**src/rtl/calc_pkg.sv**
```systemverilog
// Shared definitions for the calculator sequencer: ALU opcodes, the button-select
// to opcode map and the sequencer state encoding.
package calc_pkg;

  localparam logic [3:0] ALU_AND = 4'b0000;
  localparam logic [3:0] ALU_OR  = 4'b0001;
  localparam logic [3:0] ALU_ADD = 4'b0010;
  localparam logic [3:0] ALU_SUB = 4'b0110;
  localparam logic [3:0] ALU_SLT = 4'b0111;
  localparam logic [3:0] ALU_NOR = 4'b1100;

  typedef enum logic [1:0] {
    IDLE,
    EXEC,
    WB
  } state_t;

  // Unassigned select codes fall back to ADD so every button combination does something.
  function automatic logic [3:0] op_map(input logic [2:0] sel);
    case (sel)
      3'b000:  return ALU_AND;
      3'b001:  return ALU_OR;
      3'b010:  return ALU_ADD;
      3'b011:  return ALU_SUB;
      3'b100:  return ALU_SLT;
      3'b101:  return ALU_NOR;
      default: return ALU_ADD;
    endcase
  endfunction

  function automatic logic [31:0] sext16(input logic [15:0] v);
    return {{16{v[15]}}, v};
  endfunction

endpackage

```
**src/rtl/calc_sequencer_btn_conditioner.sv**
```systemverilog
// Push-button conditioner: 2-flop synchroniser, optional debounce (CALC_DEBOUNCE_EN)
// and a rising-edge detector producing a one-cycle pulse.
module btn_conditioner #(
  parameter int DEBOUNCE_CYCLES = 16
) (
  input  logic clk,
  input  logic rst_n,
  input  logic raw,
  output logic level,
  output logic rise
);

  logic meta;
  logic sync;
  logic held;

  if (DEBOUNCE_CYCLES < 1) begin : g_bad_debounce
    $error("btn_conditioner: DEBOUNCE_CYCLES must be at least 1");
  end

  always_ff @(posedge clk) begin
    if (!rst_n) begin
      meta <= 1'b0;
      sync <= 1'b0;
    end else begin
      meta <= raw;
      sync <= meta;
    end
  end

`ifdef CALC_DEBOUNCE_EN
  localparam int DB_W = $clog2(DEBOUNCE_CYCLES + 1);

  logic [DB_W-1:0] db_cnt;
  logic            accepted;

  // Any return to the accepted level restarts the stability count.
  always_ff @(posedge clk) begin
    if (!rst_n) begin
      db_cnt   <= '0;
      accepted <= 1'b0;
    end else if (sync == accepted) begin
      db_cnt <= '0;
    end else if (db_cnt == DB_W'(DEBOUNCE_CYCLES - 1)) begin
      accepted <= sync;
      db_cnt   <= '0;
    end else begin
      db_cnt <= db_cnt + 1'b1;
    end
  end

  assign level = accepted;
`else
  assign level = sync;
`endif

  always_ff @(posedge clk) begin
    if (!rst_n) held <= 1'b0;
    else        held <= level;
  end

  assign rise = level & ~held;

endmodule

```
**src/rtl/calc_sequencer.sv**
```systemverilog
// Calculator control sequencer: conditions buttons, latches ALU operands and
// writes the ALU result back into the accumulator. Optional debounce: CALC_DEBOUNCE_EN.
module calc_sequencer
  import calc_pkg::*;
#(
  parameter int ALU_LAT         = 1,
  parameter int DEBOUNCE_CYCLES = 16
) (
  input  logic        clk,
  input  logic        rst_n,
  input  logic        btnl,
  input  logic        btnc,
  input  logic        btnr,
  input  logic        btnd,
  input  logic        btnu,
  input  logic [15:0] sw,
  output logic [3:0]  alu_op,
  output logic [31:0] alu_op1,
  output logic [31:0] alu_op2,
  input  logic [31:0] alu_result,
  input  logic        alu_zero,
  output logic [15:0] acc,
  output logic [15:0] led,
  output logic        busy,
  output logic        ovf,
  output logic        zero_flag
);

  localparam int CNT_W = (ALU_LAT > 1) ? $clog2(ALU_LAT) : 1;
  localparam logic [CNT_W-1:0] CNT_LOAD = CNT_W'(ALU_LAT - 1);

  if (ALU_LAT < 1) begin : g_bad_alu_lat
    $error("calc_sequencer: ALU_LAT must be at least 1");
  end

  logic [2:0] sel;
  logic [2:0] sel_rise_unused;
  logic [1:0] ctl_level_unused;
  logic       exec_rise;
  logic       clr_rise;

  btn_conditioner #(.DEBOUNCE_CYCLES(DEBOUNCE_CYCLES)) u_btnl (
    .clk(clk), .rst_n(rst_n), .raw(btnl), .level(sel[2]), .rise(sel_rise_unused[2])
  );
  btn_conditioner #(.DEBOUNCE_CYCLES(DEBOUNCE_CYCLES)) u_btnc (
    .clk(clk), .rst_n(rst_n), .raw(btnc), .level(sel[1]), .rise(sel_rise_unused[1])
  );
  btn_conditioner #(.DEBOUNCE_CYCLES(DEBOUNCE_CYCLES)) u_btnr (
    .clk(clk), .rst_n(rst_n), .raw(btnr), .level(sel[0]), .rise(sel_rise_unused[0])
  );
  btn_conditioner #(.DEBOUNCE_CYCLES(DEBOUNCE_CYCLES)) u_btnd (
    .clk(clk), .rst_n(rst_n), .raw(btnd), .level(ctl_level_unused[0]), .rise(exec_rise)
  );
  btn_conditioner #(.DEBOUNCE_CYCLES(DEBOUNCE_CYCLES)) u_btnu (
    .clk(clk), .rst_n(rst_n), .raw(btnu), .level(ctl_level_unused[1]), .rise(clr_rise)
  );

  state_t           state;
  state_t           state_nxt;
  logic [CNT_W-1:0] cnt;
  logic             load_ops;
  logic             write_back;
  logic             clear_acc;

  // Clear has priority over execute in every state; it also aborts an operation in flight.
  always_comb begin
    state_nxt  = state;
    load_ops   = 1'b0;
    write_back = 1'b0;
    clear_acc  = 1'b0;
    case (state)
      IDLE: begin
        if (clr_rise) begin
          clear_acc = 1'b1;
        end else if (exec_rise) begin
          load_ops  = 1'b1;
          state_nxt = EXEC;
        end
      end
      EXEC: begin
        if (clr_rise) begin
          clear_acc = 1'b1;
          state_nxt = IDLE;
        end else if (cnt == '0) begin
          state_nxt = WB;
        end
      end
      WB: begin
        if (clr_rise) begin
          clear_acc = 1'b1;
        end else begin
          write_back = 1'b1;
        end
        state_nxt = IDLE;
      end
      default: state_nxt = IDLE;
    endcase
  end

  assign busy = (state != IDLE);

  always_ff @(posedge clk) begin
    if (!rst_n) state <= IDLE;
    else        state <= state_nxt;
  end

  always_ff @(posedge clk) begin
    if (!rst_n) begin
      acc       <= '0;
      led       <= '0;
      ovf       <= 1'b0;
      zero_flag <= 1'b0;
      alu_op    <= ALU_AND;
      alu_op1   <= '0;
      alu_op2   <= '0;
      cnt       <= '0;
    end else begin
      led <= acc;
      if (clear_acc) begin
        acc       <= '0;
        ovf       <= 1'b0;
        zero_flag <= 1'b0;
      end else if (write_back) begin
        acc       <= alu_result[15:0];
        ovf       <= (alu_result[31:16] != {16{alu_result[15]}});
        zero_flag <= alu_zero;
      end
      if (load_ops) begin
        alu_op1 <= sext16(acc);
        alu_op2 <= sext16(sw);
        alu_op  <= op_map(sel);
        cnt     <= CNT_LOAD;
      end else if (state == EXEC && cnt != '0) begin
        cnt <= cnt - 1'b1;
      end
    end
  end

endmodule

```
**config.mk**
```make
export PLATFORM = sky130hd
export DESIGN_NAME = calc_sequencer
export DESIGN_NICKNAME = d
export VERILOG_FILES = /design/src/rtl/calc_pkg.sv /design/src/rtl/calc_sequencer_btn_conditioner.sv /design/src/rtl/calc_sequencer.sv
export SDC_FILE = /design/constraint.sdc
export NUM_CORES = 1
export LEC_CHECK = 0
export CORE_MARGIN = 8
export CORE_UTILIZATION = 43
export CTS_CLUSTER_DIAMETER = 100
export DETAILED_ROUTE_END_ITERATION = 16
export GPL_TIMING_DRIVEN = 1
export PLACE_DENSITY = 0.81
export RECOVER_POWER = 100
export SKIP_CTS_REPAIR_TIMING = 1
export SYNTH_ARGS = -nofsm -noshare
export SYNTH_HDL_FRONTEND = slang
export SYNTH_SLANG_ARGS = --single-unit
```
**constraint.sdc**
```tcl
create_clock -name clk -period 2.5 [get_ports clk]
set_input_delay 0.375 -clock clk [delete_from_list [all_inputs] [get_ports clk]]
set_output_delay 0.375 -clock clk [all_outputs]
set_load 0.02 [all_outputs]
```
# Yosys cells after proc, flatten, opt, wreduce, memory -nomap -nowiden
# Index checks and enable logic that the tools add are counted.
# classes
n_reduce_logical	8
n_addsub	1
eq_ne	10
muxes	13
shifts	0
order_cmp	0
bitwise	5
div	0
multipliers	0
# ops
cell	n
4-bit case mux with 5 select lines	1
16-bit != test	1
2-bit two-way mux	4
1-bit two-way mux	7
3-bit equality test (second input constant)	2
2-bit != test (second input constant)	2
2-bit case mux with 2 select lines	1
2-bit OR reduction	2
3-bit by 1-bit equality test with 1-bit output (second input constant)	1
3-bit by 2-bit equality test with 1-bit output (second input constant)	1
3-bit logical NOT	1
3-bit != test (second input constant)	1
1-bit inverter	3
3-bit AND reduction	1
3-bit OR reduction	1
1-bit AND	2
2-bit by 1-bit equality test with 1-bit output (second input constant)	1
2-bit equality test (second input constant)	1
2-bit logical NOT	1
2-bit nonzero test	1
1-bit logical AND	1
1-bit subtractor (second input constant)	1
# word_totals
input_bits	56
ramBits	0
out_inout_bits	103
regBits	85
memories	0
latchBits	0
mem_bits_ro	0

# Depth between registers and ports, before layout
# logic_depth
depth_word	6
mapped_depth	6
ltp_nobuf	4

# Cells and area by module
# From an unflattened synthesis, not the netlist that was laid out.
# unflattened
hier_cells	370
hier_area_um2	3329.4
# modules_own_cells
mod	n_inst	seq_area_each_um2	area_each_um2	cells_each
calc_sequencer	1	1461.4	2866.5	335
btn_conditioner	5	60.1	92.6	7

# Worst setup path after synthesis
# OpenSTA, ideal clock, no wires.
# synth_timing
kind	reg2reg
from	register u_btnu.sync, in the netlist u_btnu.level
to	register alu_op[0]
path_slack_ns	0.955
required_ns	2.430
arrival_ns	1.475
path_stages_with_launch	6
path_buffers	1
synth_period_minus_slack_ns	1.545
cell_sequence	dfxtp_1 > nor2b_4 > or4_4 > buf_6 > or3_1 > a21boi_1
# synth_between
elab_chain_len	3
# synth_lines
element	line_no	rtl
start: declaration	calc_sequencer_btn_conditioner.sv:14	logic sync;
start signal: assignment	calc_sequencer_btn_conditioner.sv:27	sync <= meta;
1-bit AND	calc_sequencer_btn_conditioner.sv:62	assign rise = level & ~held;
1-bit two-way mux	calc_sequencer.sv:73	if (clr_rise) begin
1-bit two-way mux	calc_sequencer.sv:71	case (state)
end signal: assignment	calc_sequencer.sv:131	alu_op <= op_map(sel);
end: declaration	calc_sequencer.sv:17	output logic [3:0] alu_op,
# No other way between the ends.
# A chain may end at the register's enable or synchronous reset.

# Worst setup path in the final report
# Same ends and word-level chain as after synthesis.

==> summary.md <==
| Metric | Value |
|---|---|
| Layout cells sized above 1 | 0.0470 |
| Syn. warnings | 0 |
| Stages on worst setup path | 4 |
| Post-synthesis mux area share | 0.0530 |
| Final GP Congestion | between 0.7 and 0.8 |
| Largest family of logic cells by synthesized area | simple AND/OR/NAND/NOR gates |
| Top_reg_cell synth | dfxtp_1 |
| Max_cap viols | 0 |
| Nets | 519 |
| Top cell type's share of synthesized area | 0.530 |
| Total core area | roughly 7300 um2 |
| Clk_skew | 0.00852 ns |
| Hold EP | u_btnd.level |
| Row cnt | 31 |
| Fmax | about 440 MHz |
| GR Util met1 | 0.172 |
| DRC | 0 |
| Simple-gate share of the synthesized area | 0.215 |
| Yosys top cell by area | dfxtp_1 |
| CTS tree | yes |
| Yosys cell types | 31 |
| ANT nets after route | 0 |
| Hold-critical path depth | 1 |
| Xor and xnor area share after synthesis | 0.00273 |
| Hold_sp | u_btnd.meta |
| Pre-CTS setup slack | between 0.5 and 0.6 ns |
| CTS buffer count | 9 |
| Post-Synthesis Cells | between 300 and 400 |
| WS Path Type | reg2reg |
| Gr ovfl total | 0 |
| Slowest stage delay, CP | between 1 and 1.5 ns |
| R2r endpoint | alu_op[0] |
| Slew HR | 0.173 |
| Area growth, synth to finish | 50.2% |
| Via Count | between 2k and 3k |
| Clock Tree Buf Depth | 2 |
| Met2 usage | 0.288 |
| Slew at the pin closest to its max-slew limit | 1.24 ns |
| Hold WS | approximately 0.44 ns |
| Die height | ~100 um |
| Worst Hold Class | reg2reg |
| Final Worst Setup Slack | around 0.25 ns |
| Setup crit end kind | register |
| Post-Route WL | between 8000 and 9000 um |
| CP Launch Type | register |
| Cell family with the largest share of critical-path delay | simple AND/OR/NAND/NOR gates |
| Vias in the first global route | 2699 |
| Finished Cell Area | 4820 um2 |
| Worst skew pair latency | around 0.33 ns |
| Initial cell density of the core | 0.442 |
| Fin Setup TNS | 0 ns |
| TritonRoute pass-1 iters | 4 |
| Final setup fails | 0 |
| Synth top area cells | dfxtp_1 53%, nand2_1 8.5%, a21boi_0 7.5%, buf_4 7.5%, and2_1 5.5% |
| Most frequent cells after synthesis | 85 x dfxtp_1, 73 x nand2_1, 32 x a21boi_0, 32 x buf_4, 28 x and2_1 |
| Fin cells | between 500 and 600 |
| Critical Path Fanout Max | 36 |
| Leak | between 2 and 2.5 nW |
| Status | completed |
| CTS clk-pin slew, worst paths | 0.08 ns |
| Internal reg-to-reg setup slack | 0.25 ns |
| PD cells | 537 nW/um2 |
| Placed Cells | about 550 |
| Final min period | about 2.3 ns |
| CTS Root Buffer Type | clkbuf_8 |
| Antenna Cells | 0 |
| Dpl cell area | 4630 um2 |
| Async SR Flop Fraction | 0 |
| Chip width | 102 um |
| Tot GR Track Use | 0.162 |
| PortBufs | about 160 |
| Initial antenna violation count | 0 |
| R2R cell count | 4 |
| Most common cell in the netlist | dfxtp_1 |
| Unrepaired setup endpoints after global routing | false |
| Fin. Hold Viols | 0 |
| CP Data Required Time | roughly 2.8 ns |
| Final Cycle Share | 0.901 |
| Gr busiest metal | met2 |
| # clock sinks | 85 |
| Synth Area in Compound Gates | 0.0971 |
| Largest net degree at the start of global routing | 38 |
| Design Power | about 2.6 mW |
| RR Startpoint | u_btnu.level |
| Syn_nets | around 400 |
| Drt initial violations | 67 |
| Final Max Tran Viols | 0 |
| Wire per inst | about 15 um |
| Seq cells post-synth | 85 |
| Arr. time, crit path | ~2.5 ns |
| Post-Synth Adder-Cell Area | 0 |
| H-tree levels | 3 |
| Synth Area per Inst | between 9 and 10 um2 |
| Buffers & Inverters on Critical Path | 0 |
| Worst vdd ir | 0.324 mV |
| Post-synthesis sequential area ratio | 0.530 |
| Dpl hpwl | between 6000 and 7000 um |
| Worst path slowest cell | or4_1 |
| Ports | 159 |
| Post-synth EDFFs | 0 |
| Post-layout util | 0.664 |
| Met3 global-route usage | 0.0613 |
| Die area | around 10000 um2 |
| Routed vias/inst | roughly 4.7 |
| Crit path cell chain | nor2b_4 -> or4_1 -> or3_1 -> a21boi_0 |
| Synth Cell Area | between 3000 and 4000 um2 |
| First-pass GRT wire length | around 13000 um |
## cell families after synthesis
family,Yosys count
buffers and inverters,51
flip-flops,85
multiplexers,17
AO/OA/AOI/OAI,41
XOR/XNOR,1
AND/OR/NAND/NOR,145
## registers in the layout, indices dropped and copies added (netlist names)
signal / count
u_btnl.level: 1
alu_op: 4
ovf: 1
u_btnu.level: 1
cnt: 1
u_btnu.held: 1
u_btnd.level: 1
alu_op2: 16
u_btnd.meta: 1
led: 16
u_btnc.meta: 1
state: 2
u_btnr.meta: 1
u_btnc.level: 1
u_btnu.meta: 1
u_btnl.meta: 1
u_btnr.level: 1
zero_flag: 1
acc: 16
u_btnd.held: 1
alu_op1: 16
## worst max path at each step
stage	startpoint	end
global route	state[1]	alu_op[3]
global placement	alu_result[18]	ovf
finish	u_btnu.level	alu_op[0]
detailed placement	alu_result[18]	ovf
floorplan	u_btnu.level	alu_op[0]
CTS	alu_op1[15]	alu_op1[19]
## where the power goes
group          internal [mW]  leakage [nW]  switching, mW
Combinational          0.133          1.26          0.106
Clock                  0.491        0.0995          0.466
Sequential              1.38         0.688         0.0138
## area by class of cell
type	count	area, um2
Multi-Input combinational cell	204	1190
Timing Repair Buffer	162	1600
Fill cell	614	2430
Clock inverter	5	60.1
Tap cell	99	124
Sequential cell	85	1700
Clock buffer	11	141
Inverter	1	3.75
## placed cells by master (no fill, tap or decap), types with 4 or more instances in the layout
cell type,instances
dfxtp_1,85
and2_1,14
clkbuf_8,10
and2_0,14
nor2_1,19
mux2i_1,17
dlygate4sd3_1,103
nand2_1,73
clkdlybuf4s50_1,54
or3_1,4
a21boi_0,33
## per-layer routing
metal  wire, um  part of all wire  vias to the layer above
met5          0                 0                        -
met4         65            0.0075                        0
met3        910              0.11                        5
met2       4200              0.49                      109
met1       3470              0.40                     1228
li1           -                 -                     1321
No activity file was read; power rests on OpenSTA's default activity.
